**config.mk**
```make
export PLATFORM = sky130hd
export DESIGN_NAME = bf16_mul_pipe
export DESIGN_NICKNAME = d
export VERILOG_FILES = /design/src/rtl/bf16_mul_pipe_pkg.sv /design/src/rtl/bf16_class.sv /design/src/rtl/bf16_round_pack.sv /design/src/rtl/bf16_mul_pipe.sv
export SDC_FILE = /design/constraint.sdc
export NUM_CORES = 1
export LEC_CHECK = 0
export CORE_AREA = 2 2 123 101
export DETAILED_ROUTE_END_ITERATION = 16
export DIE_AREA = 0 0 125 103
export PLACE_DENSITY = 0.8
export SYNTH_ARGS = -nofsm -noshare
export SYNTH_HDL_FRONTEND = slang
export SYNTH_SLANG_ARGS = --single-unit
```
**constraint.sdc**
```tcl
create_clock -name clk -period 4.92 [get_ports clk]
set_clock_uncertainty 0.15 [all_clocks]
set_input_delay 1.476 -clock clk [delete_from_list [all_inputs] [get_ports clk]]
set_output_delay 1.476 -clock clk [all_outputs]
set_load 0.02 [all_outputs]
```
**src/rtl/bf16_mul_pipe_pkg.sv**
```systemverilog
// bf16_mul_pipe_pkg: shared bfloat16 constants, field widths and special-case codes
package bf16_mul_pipe_pkg;
  localparam int BF16_EXP_BIAS = 127;
  localparam int EXP_W = 8;
  localparam int MAN_W = 7;
  localparam logic [15:0] BF16_QNAN = 16'h7FC0;
  localparam logic [15:0] BF16_POS_INF = 16'h7F80;
  localparam logic [15:0] BF16_NEG_INF = 16'hFF80;
  typedef enum logic [1:0] {SPC_NONE, SPC_NAN, SPC_INF, SPC_ZERO} spc_e;
endpackage

```
**src/rtl/bf16_class.sv**
```systemverilog
// bf16_class: per-operand bfloat16 classifier; sub_norm_o covers zero as well as subnormals
module bf16_class
  import bf16_mul_pipe_pkg::*;
(
  input  logic [15:0] a_i,
  output logic        inf_o,
  output logic        neg_inf_o,
  output logic        nan_o,
  output logic        sub_norm_o,
  output logic        normal_o
);
  logic [EXP_W-1:0] e;
  logic m_zero;
  assign e = a_i[MAN_W +: EXP_W];
  assign m_zero = a_i[MAN_W-1:0] == '0;
  assign nan_o = &e & ~m_zero;
  assign inf_o = &e & m_zero & ~a_i[15];
  assign neg_inf_o = &e & m_zero & a_i[15];
  assign sub_norm_o = e == '0;
  assign normal_o = ~&e & |e;
endmodule

```
**src/rtl/bf16_round_pack.sv**
```systemverilog
// bf16_round_pack: rounds a normalized 8-bit significand, packs bfloat16 and raises flags
module bf16_round_pack
  import bf16_mul_pipe_pkg::*;
#(
  parameter bit          ROUND_RNE = 1'b1,
  parameter logic [15:0] CANON_NAN = BF16_QNAN
) (
  input  logic              sign_i,
  input  logic signed [9:0] exp_i,
  input  logic [7:0]        mant_i,
  input  logic              guard_i,
  input  logic              sticky_i,
  input  spc_e              spc_i,
  output logic [15:0]       result_o,
  output logic              invalid_o,
  output logic              overflow_o,
  output logic              underflow_o,
  output logic              inexact_o
);
  logic inc, spc, ovf, unf;
  logic [8:0] sum;
  logic [6:0] mant;
  logic signed [9:0] exp;
  assign inc = ROUND_RNE & guard_i & (sticky_i | mant_i[0]);
  assign sum = {1'b0, mant_i} + 9'(inc);
  assign mant = sum[8] ? sum[7:1] : sum[6:0];
  assign exp = exp_i + 10'(sum[8]);
  assign spc = spc_i != SPC_NONE;
  assign ovf = ~spc & (exp >= 10'sd255);
  assign unf = ~spc & (exp <= 10'sd0);
  assign result_o = (spc_i == SPC_NAN) ? CANON_NAN
                  : (spc_i == SPC_INF || ovf) ? (sign_i ? BF16_NEG_INF : BF16_POS_INF)
                  : (spc_i == SPC_ZERO || unf) ? {sign_i, 15'h0}
                  : {sign_i, exp[7:0], mant};
  assign invalid_o = spc_i == SPC_NAN;
  assign overflow_o = ovf;
  assign underflow_o = unf;
  assign inexact_o = ~spc & (ovf | unf | guard_i | sticky_i);
endmodule

```
**src/rtl/bf16_mul_pipe.sv**
```systemverilog
// bf16_mul_pipe: three-stage valid/ready bfloat16 multiplier (classify, multiply, round/pack)
module bf16_mul_pipe
  import bf16_mul_pipe_pkg::*;
#(
  parameter bit          ROUND_RNE = 1'b1,
  parameter logic [15:0] CANON_NAN = BF16_QNAN
) (
  input  logic        clk,
  input  logic        rst,
  input  logic        in_valid,
  output logic        in_ready,
  input  logic [15:0] A,
  input  logic [15:0] B,
  output logic        out_valid,
  input  logic        out_ready,
  output logic [15:0] Result,
  output logic        Invalid,
  output logic        Overflow,
  output logic        Underflow,
  output logic        Inexact
);
  logic a_inf, a_ninf, a_nan, a_sub, a_norm;
  logic b_inf, b_ninf, b_nan, b_sub, b_norm;
  logic s1_adv, s2_adv, s3_adv;
  logic s1_valid_q, s2_valid_q, s3_valid_q;
  logic s1_sign_q, s2_sign_q;
  spc_e s1_spc_d, s1_spc_q, s2_spc_q;
  logic signed [9:0] s1_exp_d, s1_exp_q, s2_exp_d, s2_exp_q;
  logic [7:0] s1_ma_q, s1_mb_q, s2_mant_d, s2_mant_q;
  logic s2_g_d, s2_g_q, s2_s_d, s2_s_q;
  logic [15:0] p, rp_res, res_q;
  logic rp_inv, rp_ovf, rp_unf, rp_inx;
  logic inv_q, ovf_q, unf_q, inx_q;
  bf16_class u_cls_a (.a_i(A), .inf_o(a_inf), .neg_inf_o(a_ninf), .nan_o(a_nan), .sub_norm_o(a_sub), .normal_o(a_norm));
  bf16_class u_cls_b (.a_i(B), .inf_o(b_inf), .neg_inf_o(b_ninf), .nan_o(b_nan), .sub_norm_o(b_sub), .normal_o(b_norm));
  assign s3_adv = ~s3_valid_q | out_ready;
  assign s2_adv = ~s2_valid_q | s3_adv;
  assign s1_adv = ~s1_valid_q | s2_adv;
  assign in_ready = s1_adv;
  assign s1_spc_d = (a_nan | b_nan) ? SPC_NAN
                  : (a_inf | a_ninf | b_inf | b_ninf) ? ((a_sub | b_sub) ? SPC_NAN : SPC_INF)
                  : (a_norm & b_norm) ? SPC_NONE : SPC_ZERO;
  assign s1_exp_d = 10'(A[MAN_W +: EXP_W]) + 10'(B[MAN_W +: EXP_W]) - 10'(BF16_EXP_BIAS);
  always_ff @(posedge clk) begin
    if (rst) s1_valid_q <= 1'b0;
    else if (s1_adv) begin
      s1_valid_q <= in_valid;
      s1_sign_q <= A[15] ^ B[15];
      s1_spc_q <= s1_spc_d;
      s1_exp_q <= s1_exp_d;
      s1_ma_q <= {1'b1, A[MAN_W-1:0]};
      s1_mb_q <= {1'b1, B[MAN_W-1:0]};
    end
  end
  assign p = s1_ma_q * s1_mb_q;
  assign s2_exp_d = s1_exp_q + 10'(p[15]);
  assign s2_mant_d = p[15] ? p[15:8] : p[14:7];
  assign s2_g_d = p[15] ? p[7] : p[6];
  assign s2_s_d = p[15] ? |p[6:0] : |p[5:0];
  always_ff @(posedge clk) begin
    if (rst) s2_valid_q <= 1'b0;
    else if (s2_adv) begin
      s2_valid_q <= s1_valid_q;
      s2_sign_q <= s1_sign_q;
      s2_spc_q <= s1_spc_q;
      s2_exp_q <= s2_exp_d;
      s2_mant_q <= s2_mant_d;
      s2_g_q <= s2_g_d;
      s2_s_q <= s2_s_d;
    end
  end
  bf16_round_pack #(.ROUND_RNE(ROUND_RNE), .CANON_NAN(CANON_NAN)) u_rp (
    .sign_i(s2_sign_q), .exp_i(s2_exp_q), .mant_i(s2_mant_q), .guard_i(s2_g_q),
    .sticky_i(s2_s_q), .spc_i(s2_spc_q), .result_o(rp_res), .invalid_o(rp_inv),
    .overflow_o(rp_ovf), .underflow_o(rp_unf), .inexact_o(rp_inx)
  );
  always_ff @(posedge clk) begin
    if (rst) begin
      s3_valid_q <= 1'b0;
      res_q <= 16'h0000;
      {inv_q, ovf_q, unf_q, inx_q} <= 4'b0000;
    end else if (s3_adv) begin
      s3_valid_q <= s2_valid_q;
      res_q <= rp_res;
      {inv_q, ovf_q, unf_q, inx_q} <= {rp_inv, rp_ovf, rp_unf, rp_inx};
    end
  end
  assign out_valid = s3_valid_q;
  assign Result = res_q;
  assign Invalid = inv_q;
  assign Overflow = ovf_q;
  assign Underflow = unf_q;
  assign Inexact = inx_q;
endmodule

```
=== Word-level counts from Yosys, hierarchy flattened ===
Index checks and enable logic that the tools add are counted.

* Order comparisons: 2
* $mul: 1
* Reductions and logical operators: 17
* Equal/unequal tests: 3
* $add $sub $neg: 5
* Bitwise logic cells: 37
* Multiplexer cells: 11

{| class="wikitable"
|+ Operators with widths
! kind !! count
|-
| $mux 16 || 3
|-
| $add 10x1->10 || 2
|-
| $logic_not 8->1 || 2
|-
| $mul 8x8->16 || 1
|-
| $reduce_and 8->1 || 2
|-
| $reduce_or 8->1 || 2
|-
| $and 1x1->1 || 15
|-
| $mux 15 || 1
|-
| $logic_not 7->1 || 2
|-
| $mux 7 || 2
|-
| $or 1x1->1 || 12
|-
| $ge 10x9->1 const B || 1
|-
| $le 10x1->1 const B || 1
|-
| $sub 9x7->10 const B || 1
|-
| $add 8x1->9 || 1
|-
| $add 8x8->9 || 1
|-
| $not 1->1 || 9
|-
| $reduce_or 7->1 || 1
|-
| $mux 2 || 3
|-
| $reduce_or 6->1 || 1
|-
| $eq 2x2->1 const B || 2
|-
| $reduce_and 2->1 || 2
|-
| $eq 2x1->1 const B || 1
|-
| $logic_not 1->1 || 2
|-
| 4 further kinds || 6
|}

* Logic and storage cells: 96
* Flip-flop bits (word level): 73
* Output and inout port bits: 22
* Input bits: 36

=== Depth between registers and ports, before layout ===
* Depth after elaboration: 10
* Depth in mapped cells: 21
* Mapped depth without buffers: 21

=== By module ===
From an unflattened synthesis, not the netlist that was laid out.

* Cells, all modules: 609
* Area total of the unflattened synthesis: 5972.0 um2

{| class="wikitable"
|+ By module, submodules not included
! module !! area each (um2) !! sequential area each (um2) !! times used !! cells an instance
|-
| bf16_mul_pipe || 5131.2 || 1961.9 || 1 || 489
|-
| bf16_round_pack || 643.1 || 0.0 || 1 || 94
|-
| bf16_class || 98.8 || 0.0 || 2 || 13
|}

=== Worst setup path before layout ===
Ideal clock, no wire load.

* Kind: register to register
* Start point: register s1_mb_q[4]
* End point: register s2_exp_q[6] (data pin)
* Required time: 4.512 ns
* Period minus slack after synthesis: 5.288 ns
* Setup slack: -0.368 ns
* Library setup time: 0.258 ns
* Arrival: 4.881 ns
* Cell stages (with the launch flop): 21
* Buffers on the path: 0
* Cell sequence: edfxtp_1 > and2_1 > fa_1 > inv_1 > fa_1 > inv_1 > fa_1 > inv_1 > fa_1 > inv_1 > ha_1 > o21a_1 > o31a_1 > o31ai_1 > o21ai_0 > nor3_2 > inv_2 > ha_1 > ha_1 > nand3_1 > xnor2_1

* Longest elaborated chain between the ends: 2

{| class="wikitable"
|+ Ends and longest elaborated chain
! item !! line !! text
|-
| from (decl) || bf16_mul_pipe.sv:29 || <nowiki>logic [7:0] s1_ma_q, s1_mb_q, s2_mant_d, s2_mant_q;</nowiki>
|-
| from (signal assigned) || bf16_mul_pipe.sv:52 || <nowiki>s1_mb_q <= {1'b1, B[MAN_W-1:0]};</nowiki>
|-
| $mul 8x8->16 || bf16_mul_pipe.sv:55 || <nowiki>assign p = s1_ma_q * s1_mb_q;</nowiki>
|-
| $add 10x1->10 || bf16_mul_pipe.sv:56 || <nowiki>assign s2_exp_d = s1_exp_q + 10'(p[15]);</nowiki>
|-
| via s2_exp_d[6] || bf16_mul_pipe.sv:28 || <nowiki>logic signed [9:0] s1_exp_d, s1_exp_q, s2_exp_d, s2_exp_q;</nowiki>
|-
| to (signal assigned) || bf16_mul_pipe.sv:66 || <nowiki>s2_exp_q <= s2_exp_d;</nowiki>
|-
| to (decl) || bf16_mul_pipe.sv:28 ||
|}

The timed path passes the listed nets, and every way through them passes these cells.
A chain may end at the register's enable or synchronous reset.

=== Final worst setup path ===
* Start point: register s1_mb_q[2]
* End point: register s2_exp_q[9] (data pin)

Same word-level chain as after synthesis.

==> results.md <==
* RR Startpoint: s1_mb_q[2]$_DFFE_PP_
* Clock Path Buffers at 2
* R2R Setup Slk at -0.05 ns
* Critical Path Sink Type: flip-flop
* Cell Area, Synth at roughly 5700 µm²
* Largest net degree at the start of global routing at 28
* CTS sink cnt at 73
* Initial antenna violation count at 0
* Synth Warn # at 0
* Outcome: finished with violations
* Fin Hold WS at 0.285 ns
* Num ports at 58
* WL/cell at 15.0 µm
* Final net count at 795
* Worst setup path class: reg2reg
* Critical Path RT at approximately 4.9 ns
* First-pass GRT wire length at 20,800 µm
* Final core utilization at 0.620
* Max cap viols at 0
* GP Congestion at 0.882
* Final period utilization at 1.01
* Synth unique cells at 62
* Worst IR Drop VDD at 338 µV
* WP data arrival at 4.90 ns
* Cell Rows at 36
* Register area share after synthesis at 0.342
* Max Slew Vio Count at 0
* Core Region at between 10,000 and 15,000 µm²
* Pwr Density at roughly 520 nW/µm²
* Die W at ~130 µm
* Worst slew margin at 0.525
* Synth Area in Adders at 0.251
* Seq cells post-synth at 73
* Simple-Gate Fraction of Synth Area at 0.166
* Die height at 103 µm
* Layout fillers at 921
* Layout cells sized above 1 at 0.159
* Post-synthesis mux area share at 0.0192
* TritonCTS Buffers at 9
* Top cells by area in the synthesized netlist: edfxtp_1 (26%), fa_1 (13%), ha_1 (12%), dfxtp_1 (8.0%), inv_1 (4.9%)
* Compound-gate portion of the synthesized area at 0.112
* I/O Buffers at 57
* Yosys top cell area share at 0.261
* RSZ-0062 raised after global routing: yes
* Main flop type after synthesis: edfxtp_1
* Slew @ Worst Pin at 0.711 ns
* Vias at 4,367
* Most frequent cells after synthesis: inv_1 (75), ha_1 (56), edfxtp_1 (50)
* Post-synth net total at approximately 690
* Async S/R FF share, synth at 0
* Final setup margin at -0.0487 ns
* Worst Reg-to-Reg Cells at 19
* Setup violators final at 5
* Post-Syn Instances at 565
* Leading area contributor after synthesis: edfxtp_1
* Critical hold path startpoint: s1_sign_q$_DFFE_PP_
* Critical path startpoint category: flip-flop
* First-pass DRT Iterations at 4
* Tmin final at 4.97 ns
* H-tree Lvls at 3
* Root buffer cell: clkbuf_16
* Hold/Removal Path Class: reg2reg
* Initial detailed-routing violation count at 208
* Largest family of logic cells by synthesized area: adder cells
* Die Area at between 10,000 and 15,000 µm²
* Fin. Hold Viols at 0
* CTS tree: done
* Leakage at 3.12 nW
* Area grow syn2layout at 27.5%
* Ant diodes at 0
* Mean Syn Cell Area at 10.2 µm²
* Drt via density at between 5 and 6
* CP Max Fanout at 4
* Reg2Reg Capture Point: s2_exp_q[9]$_DFFE_PP_
* Total Routing Usage GR at 0.200
* Worst-path clk slew at 0.05 ns
* Hold Path Depth at 0
* Initial Util at 0.487
* Register area at 1960 µm²
* Peak Freq at between 200 and 250 MHz
* Failing checks: negative setup slack
* Gr ovfl total at 0
* ANT nets after route at 0
* Post-Synth XOR/XNOR Area at 0.0503
* Area of the multi-input gates at 3620 µm²
* Total power at 3.83 mW
* Routed wire length at 12,300 µm
* Top-count cell post-synth: inv_1
* Hold Path Sink: s2_sign_q$_DFFE_PP_
* Clock Latency Late Sink at 0.34 ns
* Dpl hpwl at 9640 µm
* Vias in the first global route at ~4,500
* Post-synth EDFFs at 50
* Drt drc at 0
## metal layers
layer / GRT usage / vias up / part of all wire / wire length, µm
li1: - / 2180 / - / -
met1: 0.245 / 2061 / 0.45 / 5570
met2: 0.358 / 110 / 0.49 / 6050
met3: 0.0472 / 16 / 0.044 / 546
met4: 0.0590 / 0 / 0.012 / 144
met5: 0 / - / 0 / 0
## where the power goes
group	leakage [nW]	switching (mW)	total [mW]	internal [mW]
sequential	0.675	0.0915	0.941	0.850
clock	0.168	0.250	0.746	0.496
combinational	2.28	1.07	2.14	1.07
total	3.12	1.41	3.83	2.42
## logic make-up after synthesis
group	after synthesis
simple gates	178
fa+ha+maj	93
compound gates	91
buf+inv	87
flops	73
xor+xnor	33
mux	10
## layout make-up
class	instances	share of cell area
multi-input cells	405	0.495
clock buffers	9	0.0308
well taps	152	0.0260
repair buffers	101	0.125
inverters	76	0.0390
flip-flops and latches	73	0.268
clock inverters	7	0.0159
## through the flow
stage                     setup WS, ns  std cells  cell area (µm²)  TNS, ns
final                          -0.0487        823             7320   -0.106
after detailed placement        -0.108        787             6730   -0.852
after global placement         -0.0159        787             6730  -0.0159
after CTS                      -0.0108        818             7240  -0.0126
after global routing            -0.186        823             7320    -2.07
after floorplan                -0.0549        565             5840   -0.227
## placed cells by master, fill, tap and decap left out, types with 10 or more instances in the layout
master	synthesis	layout
edfxtp_1	50	50
nand2_1	23	23
nand3_1	21	16
nor2_1	38	38
a21oi_1	21	17
xnor2_1	22	21
xor2_1	11	11
nand2b_1	10	10
fa_1	37	35
and2_1	35	29
dfxtp_1	23	23
clkdlybuf4s50_1	0	57
inv_1	75	71
buf_4	0	40
ha_1	56	51
## what timing repair did
action	4_1_cts	5_1_grt
cloned	0	0
buffers inserted	15	5
hold buffers	0	0
resized for setup	12	13
setup endpoints to repair	15	18
pin swaps	12	13
## how the worst max path moves through the flow
stage / startpoint / end / slack (ns) / cells after the start
2_1_floorplan: s1_mb_q[4]$_DFFE_PP_ / s2_exp_q[2]$_DFFE_PP_ / -0.05 / 19
3_3_place_gp: s1_mb_q[4]$_DFFE_PP_ / s2_exp_q[9]$_DFFE_PP_ / -0.02 / 20
3_5_place_dp: s1_mb_q[4]$_DFFE_PP_ / s2_exp_q[9]$_DFFE_PP_ / -0.11 / 20
4_1_cts: s1_mb_q[4]$_DFFE_PP_ / s2_exp_q[2]$_DFFE_PP_ / -0.01 / 19
5_1_grt: s1_mb_q[4]$_DFFE_PP_ / s2_exp_q[9]$_DFFE_PP_ / -0.19 / 20
6_report: s1_mb_q[2]$_DFFE_PP_ / s2_exp_q[9]$_DFFE_PP_ / -0.05 / 19
## flip-flops by register name (all words and copies together), names as in the netlist
name        cells
Inexact         1
Invalid         1
Overflow        1
Result         16
Underflow       1
out_valid       1
s1_exp_q       10
s1_ma_q         7
s1_mb_q         7
s1_sign_q       1
s1_spc_q        2
s1_valid_q      1
s2_exp_q       10
s2_g_q          1
s2_mant_q       8
s2_s_q          1
s2_sign_q       1
s2_spc_q        2
s2_valid_q      1
## critical path, stage by stage, from the launching register on
cell and delay (ns):
edfxtp_1 0.45, buf_6 0.15, and2_1 0.17, fa_2 0.40, fa_1 0.55, inv_1 0.06
fa_1 0.49, fa_1 0.51, inv_2 0.05, ha_4 0.23, o21a_1 0.18, o31a_1 0.13
o31ai_4 0.27, and3_4 0.24, nor3_4 0.04, inv_2 0.09, ha_4 0.17, and3_4 0.19
nand3_2 0.07, xnor2_1 0.14
Note: power is estimated with default switching activity, not from simulation.
